**src/rtl/param_ld_st_queue.sv**
```systemverilog
// param_ld_st_queue: in-order load/store queue with store-to-load forwarding and ID-matched cache responses
module param_ld_st_queue #(
  parameter int DEPTH  = 4,
  parameter int ADDR_W = 32,
  parameter int DATA_W = 32,
  parameter int CTRL_W = 16,
  parameter int Z_W    = 4,
  parameter int ID_W   = 2
) (
  input  logic              clk,
  input  logic              rst,
  input  logic              enq_rd,
  input  logic              enq_wr,
  input  logic [ADDR_W-1:0] enq_addr,
  input  logic [DATA_W-1:0] enq_data,
  input  logic [CTRL_W-1:0] enq_ctrl,
  input  logic [Z_W-1:0]    enq_z,
  output logic              full,
  output logic              empty,
  output logic              out_valid,
  output logic [ADDR_W-1:0] out_addr,
  output logic [DATA_W-1:0] out_data,
  output logic [CTRL_W-1:0] out_ctrl,
  output logic [Z_W-1:0]    out_z,
  output logic              mem_valid,
  output logic              mem_rw,
  output logic [ADDR_W-1:0] mem_addr,
  output logic [DATA_W-1:0] mem_wdata,
  output logic [ID_W-1:0]   mem_id,
  input  logic              mem_stall,
  input  logic              mem_rvalid,
  input  logic [ID_W-1:0]   mem_rid,
  input  logic [DATA_W-1:0] mem_rdata
);
  logic [DEPTH-1:0]  v_q, v_d, st_q, st_d, isd_q, isd_d, dn_q, dn_d;
  logic [ADDR_W-1:0] addr_q [DEPTH];
  logic [ADDR_W-1:0] addr_d [DEPTH];
  logic [DATA_W-1:0] data_q [DEPTH];
  logic [DATA_W-1:0] data_d [DEPTH];
  logic [CTRL_W-1:0] ctrl_q [DEPTH];
  logic [CTRL_W-1:0] ctrl_d [DEPTH];
  logic [Z_W-1:0]    z_q [DEPTH];
  logic [Z_W-1:0]    z_d [DEPTH];
  logic [ID_W-1:0]   hp_q, hp_d, ip_q, ip_d, tp_q, tp_d, fidx_q, fidx_d;
  logic [ID_W:0]     cnt_q, cnt_d, look;
  logic              full_q, empty_q, fwd_q, fwd_d;
  logic              out_valid_q, out_valid_d, mem_valid_q, mem_valid_d, mem_rw_q, mem_rw_d;
  logic [ADDR_W-1:0] out_addr_q, out_addr_d, mem_addr_q, mem_addr_d;
  logic [DATA_W-1:0] out_data_q, out_data_d, mem_wdata_q, mem_wdata_d;
  logic [CTRL_W-1:0] out_ctrl_q, out_ctrl_d;
  logic [Z_W-1:0]    out_z_q, out_z_d;
  logic [ID_W-1:0]   mem_id_q, mem_id_d;
  logic              adv, ret, en, cand;

  // youngest valid store older than slot i (walking from head h) with the same address: {hit, index}
  function automatic logic [ID_W:0] fwd_lookup(input logic [DEPTH-1:0] v, input logic [DEPTH-1:0] st,
                                               input logic [ADDR_W-1:0] a [DEPTH],
                                               input logic [ID_W-1:0] h, input logic [ID_W-1:0] i);
    logic [ID_W:0]   r;
    logic [ID_W-1:0] e;
    r = '0;
    for (int k = 0; k < DEPTH; k++) begin
      e = h + ID_W'(k);
      if (ID_W'(k) < ID_W'(i - h) && v[e] && st[e] && a[e] == a[i]) r = {1'b1, e};
    end
    return r;
  endfunction

  // next entry state from response, issue/forward, retire and enqueue; issue outputs precomputed from it
  always_comb begin
    v_d = v_q;
    st_d = st_q;
    isd_d = isd_q;
    dn_d = dn_q;
    addr_d = addr_q;
    data_d = data_q;
    ctrl_d = ctrl_q;
    z_d = z_q;
    adv = fwd_q | (mem_valid_q & ~mem_stall);
    ret = v_q[hp_q] & dn_q[hp_q];
    en = (enq_rd ^ enq_wr) & ~full_q;
    if (mem_rvalid && v_q[mem_rid] && isd_q[mem_rid] && !dn_q[mem_rid]) begin
      dn_d[mem_rid] = 1'b1;
      if (!st_q[mem_rid]) data_d[mem_rid] = mem_rdata;
    end
    if (adv) isd_d[ip_q] = 1'b1;
    if (fwd_q) begin
      dn_d[ip_q] = 1'b1;
      data_d[ip_q] = data_q[fidx_q];
    end
    if (ret) v_d[hp_q] = 1'b0;
    if (en) begin
      v_d[tp_q] = 1'b1;
      st_d[tp_q] = enq_wr;
      isd_d[tp_q] = 1'b0;
      dn_d[tp_q] = 1'b0;
      addr_d[tp_q] = enq_addr;
      data_d[tp_q] = enq_data;
      ctrl_d[tp_q] = enq_ctrl;
      z_d[tp_q] = enq_z;
    end
    hp_d = hp_q + ID_W'(ret);
    ip_d = ip_q + ID_W'(adv);
    tp_d = tp_q + ID_W'(en);
    cnt_d = cnt_q + (ID_W+1)'(en) - (ID_W+1)'(ret);
    look = fwd_lookup(v_d, st_d, addr_d, hp_d, ip_d);
    cand = v_d[ip_d] & ~isd_d[ip_d];
    fwd_d = cand & ~st_d[ip_d] & look[ID_W];
    fidx_d = look[ID_W-1:0];
    mem_valid_d = cand & ~fwd_d;
    mem_rw_d = st_d[ip_d];
    mem_addr_d = addr_d[ip_d];
    mem_wdata_d = data_d[ip_d];
    mem_id_d = ip_d;
    out_valid_d = ret;
    out_addr_d = ret ? addr_q[hp_q] : out_addr_q;
    out_data_d = ret ? data_q[hp_q] : out_data_q;
    out_ctrl_d = ret ? ctrl_q[hp_q] : out_ctrl_q;
    out_z_d = ret ? z_q[hp_q] : out_z_q;
  end

  // state and registered outputs; reset discards every entry
  always_ff @(posedge clk) begin
    if (rst) begin
      v_q <= '0;
      st_q <= '0;
      isd_q <= '0;
      dn_q <= '0;
      addr_q <= '{default: '0};
      data_q <= '{default: '0};
      ctrl_q <= '{default: '0};
      z_q <= '{default: '0};
      hp_q <= '0;
      ip_q <= '0;
      tp_q <= '0;
      cnt_q <= '0;
      full_q <= 1'b0;
      empty_q <= 1'b1;
      fwd_q <= 1'b0;
      fidx_q <= '0;
      mem_valid_q <= 1'b0;
      mem_rw_q <= 1'b0;
      mem_addr_q <= '0;
      mem_wdata_q <= '0;
      mem_id_q <= '0;
      out_valid_q <= 1'b0;
      out_addr_q <= '0;
      out_data_q <= '0;
      out_ctrl_q <= '0;
      out_z_q <= '0;
    end else begin
      v_q <= v_d;
      st_q <= st_d;
      isd_q <= isd_d;
      dn_q <= dn_d;
      addr_q <= addr_d;
      data_q <= data_d;
      ctrl_q <= ctrl_d;
      z_q <= z_d;
      hp_q <= hp_d;
      ip_q <= ip_d;
      tp_q <= tp_d;
      cnt_q <= cnt_d;
      full_q <= cnt_d == (ID_W+1)'(DEPTH);
      empty_q <= cnt_d == '0;
      fwd_q <= fwd_d;
      fidx_q <= fidx_d;
      mem_valid_q <= mem_valid_d;
      mem_rw_q <= mem_rw_d;
      mem_addr_q <= mem_addr_d;
      mem_wdata_q <= mem_wdata_d;
      mem_id_q <= mem_id_d;
      out_valid_q <= out_valid_d;
      out_addr_q <= out_addr_d;
      out_data_q <= out_data_d;
      out_ctrl_q <= out_ctrl_d;
      out_z_q <= out_z_d;
    end
  end

  assign full = full_q;
  assign empty = empty_q;
  assign out_valid = out_valid_q;
  assign out_addr = out_addr_q;
  assign out_data = out_data_q;
  assign out_ctrl = out_ctrl_q;
  assign out_z = out_z_q;
  assign mem_valid = mem_valid_q;
  assign mem_rw = mem_rw_q;
  assign mem_addr = mem_addr_q;
  assign mem_wdata = mem_wdata_q;
  assign mem_id = mem_id_q;
endmodule

```
**config.mk**
```make
export PLATFORM = sky130hd
export DESIGN_NAME = param_ld_st_queue
export DESIGN_NICKNAME = d
export VERILOG_FILES = /design/src/rtl/param_ld_st_queue.sv
export SDC_FILE = /design/constraint.sdc
export NUM_CORES = 1
export LEC_CHECK = 0
export BUFFER_PORTS_ARGS = -buffer_cell sky130_fd_sc_hd__buf_2
export CORE_ASPECT_RATIO = 1.1
export CORE_MARGIN = 8
export CORE_UTILIZATION = 33
export CTS_CLUSTER_DIAMETER = 60
export CTS_CLUSTER_SIZE = 8
export DETAILED_ROUTE_END_ITERATION = 16
export GPL_TIMING_DRIVEN = 1
export SKIP_CTS_REPAIR_TIMING = 1
export SLEW_MARGIN = 20
export SYNTH_ARGS = -nofsm -noshare
export SYNTH_HDL_FRONTEND = slang
export SYNTH_SLANG_ARGS = --single-unit
```
**constraint.sdc**
```tcl
create_clock -name clk -period 5.4 [get_ports clk]
set_input_delay 0.81 -clock clk [delete_from_list [all_inputs] [get_ports clk]]
set_output_delay 0.81 -clock clk [all_outputs]
set_load 0.005 [all_outputs]
```
Yosys cells after proc, flatten, opt, wreduce, memory -nomap -nowiden
Cells that the tools add are included.
{"block": "op_classes", "n_eq_ne": 5, "n_lt_le_gt_ge": 30, "addsub": 9, "muxes": 109, "n_reduce_logical": 24, "n_bitwise": 33}
{"cell": "$mux W32", "count": 21}
{"cell": "$mux W128", "count": 5}
{"cell": "$bmux W32 S2", "count": 9}
{"cell": "$bwmux W128", "count": 4}
{"cell": "$demux W32 S2", "count": 3}
{"cell": "$eq A32 B32 Y1", "count": 4}
{"cell": "$bwmux W64", "count": 1}
{"cell": "$mux W16", "count": 3}
{"cell": "$mux W4", "count": 11}
{"cell": "$bmux W1 S2", "count": 17}
{"cell": "$bmux W16 S2", "count": 1}
{"cell": "$demux W16 S2", "count": 1}
{"cell": "$ge A3 B3 Y1 const B", "count": 10}
{"cell": "$not A2 Y3", "count": 10}
{"cell": "$lt A2 B3 Y1 const B", "count": 9}
{"cell": "$logic_and A1 B1 Y1", "count": 22}
{"cell": "$mux W1", "count": 21}
{"cell": "$bwmux W16", "count": 1}
{"cell": "$or A4 B4 Y4", "count": 4}
{"cell": "$and A4 B4 Y4", "count": 3}
{"cell": "$mux W3", "count": 4}
{"cell": "$lt A3 B1 Y1 const B", "count": 3}
{"cell": "$bmux W4 S2", "count": 1}
{"cell": "$demux W1 S2", "count": 4}
{"cell": "19 further kinds", "count": 38}
{"block": "word_totals", "inputBits": 124, "wordCells": 247, "out_inout_bits": 155, "register_bits": 517}

Longest topological paths before layout
{"block": "logic_depth", "depth_word": 21, "ltp_mapped": 22, "ltp_nobuf": 16}

Least setup slack after synthesis
Ideal clock, no wire load.
{"block": "synth_path", "path_type": "reg-to-reg", "from": "register hp_q[0]", "to": "register mem_valid_q, in the netlist mem_valid", "t_arrival_ns": 4.128, "setup_slack_ns": 1.156, "synth_period_minus_slack_ns": 4.244, "t_required_ns": 5.284, "setup_time_ns": 0.116, "path_buffers": 2, "path_stages_with_launch": 19, "cell_sequence": "dfxtp_1 > clkbuf_1 > nand3_1 > o211ai_1 > o21ai_1 > inv_1 > clkbuf_1 > ha_1 > xor3_1 > or4_1 > o311ai_0 > o22ai_1 > xnor2_1 > a2111oi_2 > nand4_1 > or4_4 > o22ai_2 > o211ai_2 > and3b_1"}
{"block": "synth_via", "elab_cells_between_ends": 83, "cone_classes": "5 x add/sub; 6 x order compare; 4 x eq/ne; 42 x mux; 13 x bitwise; 13 x reduce/logical"}
{"element": "start: declaration", "line_no": "44", "rtl": "logic [ID_W-1:0] hp_q, hp_d, ip_q, ip_d, tp_q, tp_d, fidx_q, fidx_d;"}
{"element": "start signal: assignment", "line_no": "160", "rtl": "hp_q <= hp_d;"}
{"element": "$bmux W1 S2", "line_no": "80", "rtl": "ret = v_q[hp_q] & dn_q[hp_q];"}
{"element": "$mux W1 (implied by the code)", "line_no": "80"}
{"element": "$and A1 B1 Y1 *", "line_no": "80"}
{"element": "named net out_valid_d", "line_no": "47", "rtl": "logic out_valid_q, out_valid_d, mem_valid_q, mem_valid_d, mem_rw_q, mem_rw_d;"}
{"element": "parallel branches: the longest is 14 deep, another holds $add A2 B1 Y2"}
{"element": "$and A1 B1 Y1 *", "line_no": "110", "rtl": "mem_valid_d = cand & ~fwd_d;"}
{"element": "end signal: assignment", "line_no": "168", "rtl": "mem_valid_q <= mem_valid_d;"}
{"element": "end: declaration", "line_no": "47"}
Mark *: on every way through the listed nets, which the timed path passes. The select of a mux whose other input is x is not followed.
A chain may end at the register's enable or synchronous reset.

Worst setup path in the final report
{"block": "layout_path", "from": "register hp_q[0]", "to": "register fidx_q[1]"}
{"block": "layout_via", "elab_chain_len": 18, "elab_cells_between_ends": 76, "cone_classes": "5 x add/sub; 6 x order compare; 4 x eq/ne; 40 x mux; 8 x bitwise; 13 x reduce/logical"}
{"element": "parallel branches: the longest is 17 deep, another holds $add A2 B1 Y2"}
{"element": "$mux W3 *", "line_no": "64", "rtl": "if (ID_W'(k) < ID_W'(i - h) && v[e] && st[e] && a[e] == a[i]) r = {1'b1, e};"}
{"element": "end signal: assignment", "line_no": "167", "rtl": "fidx_q <= fidx_d;"}
{"element": "end: declaration", "line_no": "44"}
Mark *: on every way between the ends. The select of a mux whose other input is x is not followed.

==> reports/metrics.csv <==
metric,value,unit
Crit Path Class,flop to flop,
async set-reset flop share out of synthesis,0,
DRC viols,0,
hpwl dp,90.8,mm
"EDFF count, synth",0,
syn_nets,4144,
Initial Utilization,0.332,
clock sink count,517,
Die H,341,um
RSZ-0062 raised after global routing,false,
initial antenna violation count,29,
dpl ws,0.499,ns
Clock Skew,0.0309,ns
register area share after synthesis,0.326,
area of the multi-input gates,0.0197,sq mm
minimum clock period,4.94,ns
CP max FO,40,
Via density,6.12,
share of layout cells above drive strength 1,0.181,
leakage,0.0139,uW
"Avg Cell Area, Syn",7.92,sq um
total grt overflow,0,
"count leader, synth",nand2_1,
ys flop type,dfxtp_1,
WL per Instance,25.4,um
nets,4222,
net switching power,5900,uW
final instance area,0.0368,sq mm
crit share post-route,0.915,
worst path cell trace,o21ai_0 > o21ai_4 > inv_4 > ha_4 > xor2_4 > buf_12 > o21ai_2 > o22ai_1 > nor3_1 > o21ai_0 > or4b_1 > nor4_1 > nand4_1 > a211oi_1 > o211ai_1 > a21oi_1,
"Cell Area, Placed",0.0344,sq mm
Die ar.,0.106,sq mm
initial DRC count,4354,
Final TNS setup,0,ns
crit path DAT,5.51,ns
register bit total from synthesis,517,
cell-internal power,9220,uW
CTS buffer count,83,
Final Hold Vio Count,0,
"most used cell, CP",o21ai_0,
first-pass GRT wire length,205,mm
slew margin rel.,0.211,
PortBufs,278,
Clock Power Share,0.324,
worst endpoint required time,5.96,ns
clock latency on the worst-skew pair,0.65,ns
overall die width,312,um
most frequent cells after synthesis,"612 x nand2_1, 550 x nor2_1, 517 x dfxtp_1",
max-slew violation count,0,
largest cells by area after synthesis,"dfxtp_1 33%, mux4_2 11%, a21oi_1 7.8%, nand2_1 7.2%, nor2_1 6.5%",
Synth top area share,0.326,
Power Density,410,mW/mm^2
largest area contributor in the netlist,dfxtp_1,
Row Count,119,
Sequential cell area,0.0104,sq mm
overall power,15100,uW
TritonCTS clock tree,built,
Critical Path Max Stage Delay,0.61,ns
outcome,completed,
FILL cells,9887,
io pins,279,
final WL,137,mm
maximum VDD drop,0.305,mV
vias in the first global route,31600,
vias,33100,
Final Setup Violations,0,
mapped cell area,0.0318,sq mm
core box area,0.0956,sq mm
root buffer cell,clkbuf_16,
# Max-Cap Violations,0,
crit path launch type,flop,
Reg power frac,0.301,
H-tree depth,3,
Pre-Repair DR Iteration Count,5,
final RePlAce weighted congestion,0.995,
largest net degree at the start of global routing,164,
Comb pwr share,0.375,
Mapped Cells,4014,
Hold WS,0.448,ns
"Slowest-stage cell, CP",dfxtp_4,
count of warnings emitted by yosys,0,
Tot GR Track Use,0.245,
CTS max path bufs,3,
maximum clock frequency,202,MHz
Cell variety after synth,100,
Worst setup EP type,flop,
remaining antenna violation count after routing,0,
final worst slack,0.458,ns
Sw Share,0.390,
Layout Area Growth over Synthesis,16.0,%
clock slew at reported path FFs,0.05,ns
worst slew pin tran,1.18,ns
min-delay worst type,input pin to flop,
metal layers:
| metal | vias to the layer above | part of all wire | GRT usage |
|---|---|---|---|
| met1 | 15800 | 0.40 | 0.313 |
| met5 | - | 0.0011 | 0 |
| met4 | 22 | 0.052 | 0.119 |
| met2 | 1995 | 0.44 | 0.381 |
| li1 | 14800 | - | - |
| met3 | 475 | 0.11 | 0.0678 |
placed cells by master, fill, tap and decap left out, types with 17 or more instances in the layout:
master / synthesis / routed
a21oi_1: 492 / 492
nand2_1: 612 / 606
buf_4: 20 / 120
xor2_1: 40 / 38
xnor2_1: 50 / 48
buf_2: 66 / 277
dfxtp_1: 517 / 512
diode_2: 0 / 19
o22ai_1: 39 / 39
o221ai_1: 22 / 22
mux4_2: 149 / 149
clkbuf_16: 0 / 84
a31oi_1: 30 / 30
nand4_1: 24 / 24
mux2i_1: 159 / 159
a211oi_1: 169 / 169
o31ai_1: 17 / 17
nor2_1: 550 / 548
nor3_1: 99 / 98
o21ai_0: 175 / 173
nand3_1: 32 / 30
nor4_1: 80 / 80
a2111oi_0: 36 / 36
per-stage QoR:
step | cells | util
floorplan | 4014 | -
global placement | 5277 | 0.359
detailed placement | 5277 | 0.359
CTS | 5391 | 0.385
global route | 5398 | 0.385
finish | 5410 | 0.385
registers in the layout, summed over array words and instances (netlist names), 16 cells and up:
name and count:
out_addr 32, out_data 32, z_q 16, out_ctrl 16
mem_addr 32, addr_q 128, mem_wdata 32, ctrl_q 64
data_q 128
final timing paths:
path	end	cells after the start	startpoint	slack [ns]
max	fidx_q[1]$_SDFF_PP0_	16	hp_q[0]$_SDFF_PP0_	0.46
min	ctrl_q[63]$_SDFFE_PP0P_	3	enq_ctrl[15]	0.45
max reg2reg	fidx_q[1]$_SDFF_PP0_	16	hp_q[0]$_SDFF_PP0_	0.46
min reg2reg	out_data[20]$_SDFFE_PP0N_	2	out_data[20]$_SDFFE_PP0N_	0.45
worst max-delay path, delay by kind of cell, from the launching register on:
family,cells,cell delay (ns)
adders and majority gates,1,0.19
and+or+nand+nor,4,1.16
DFF,1,0.61
buffers and inverters,2,0.35
xor gates and xnor gates,1,0.59
AOI/OAI and AO/OA,8,1.96
layout make-up:
type | count | area share
Sequential cell | 517 | 0.281
Inverter | 17 | 0.00180
Antenna cell | 19 | 0.00129
Clock buffer | 98 | 0.0609
Timing Repair Buffer | 413 | 0.0706
Multi-Input combinational cell | 3060 | 0.536
Tap cell | 1270 | 0.0431
Clock inverter | 16 | 0.00520
power by group through the flow:
stage | combinational [uW] | sequential [uW] | clock, uW
after floorplan | 3470 | 4500 | 0
after detailed placement | 5490 | 4610 | 0
final | 5670 | 4550 | 4890
after CTS | 5510 | 4540 | 5000
after global routing | 5970 | 4590 | 5160
after global placement | 5470 | 4610 | 0
cells by family after synthesis:
| logic type | share of synthesized area |
|---|---|
| mux | 0.157 |
| compound gates | 0.229 |
| simple gates | 0.199 |
| flops | 0.326 |
| fa+ha+maj | 0.00260 |
| xor+xnor | 0.0287 |
| buf+inv | 0.0583 |
No activity file was read; power rests on OpenSTA's default activity.
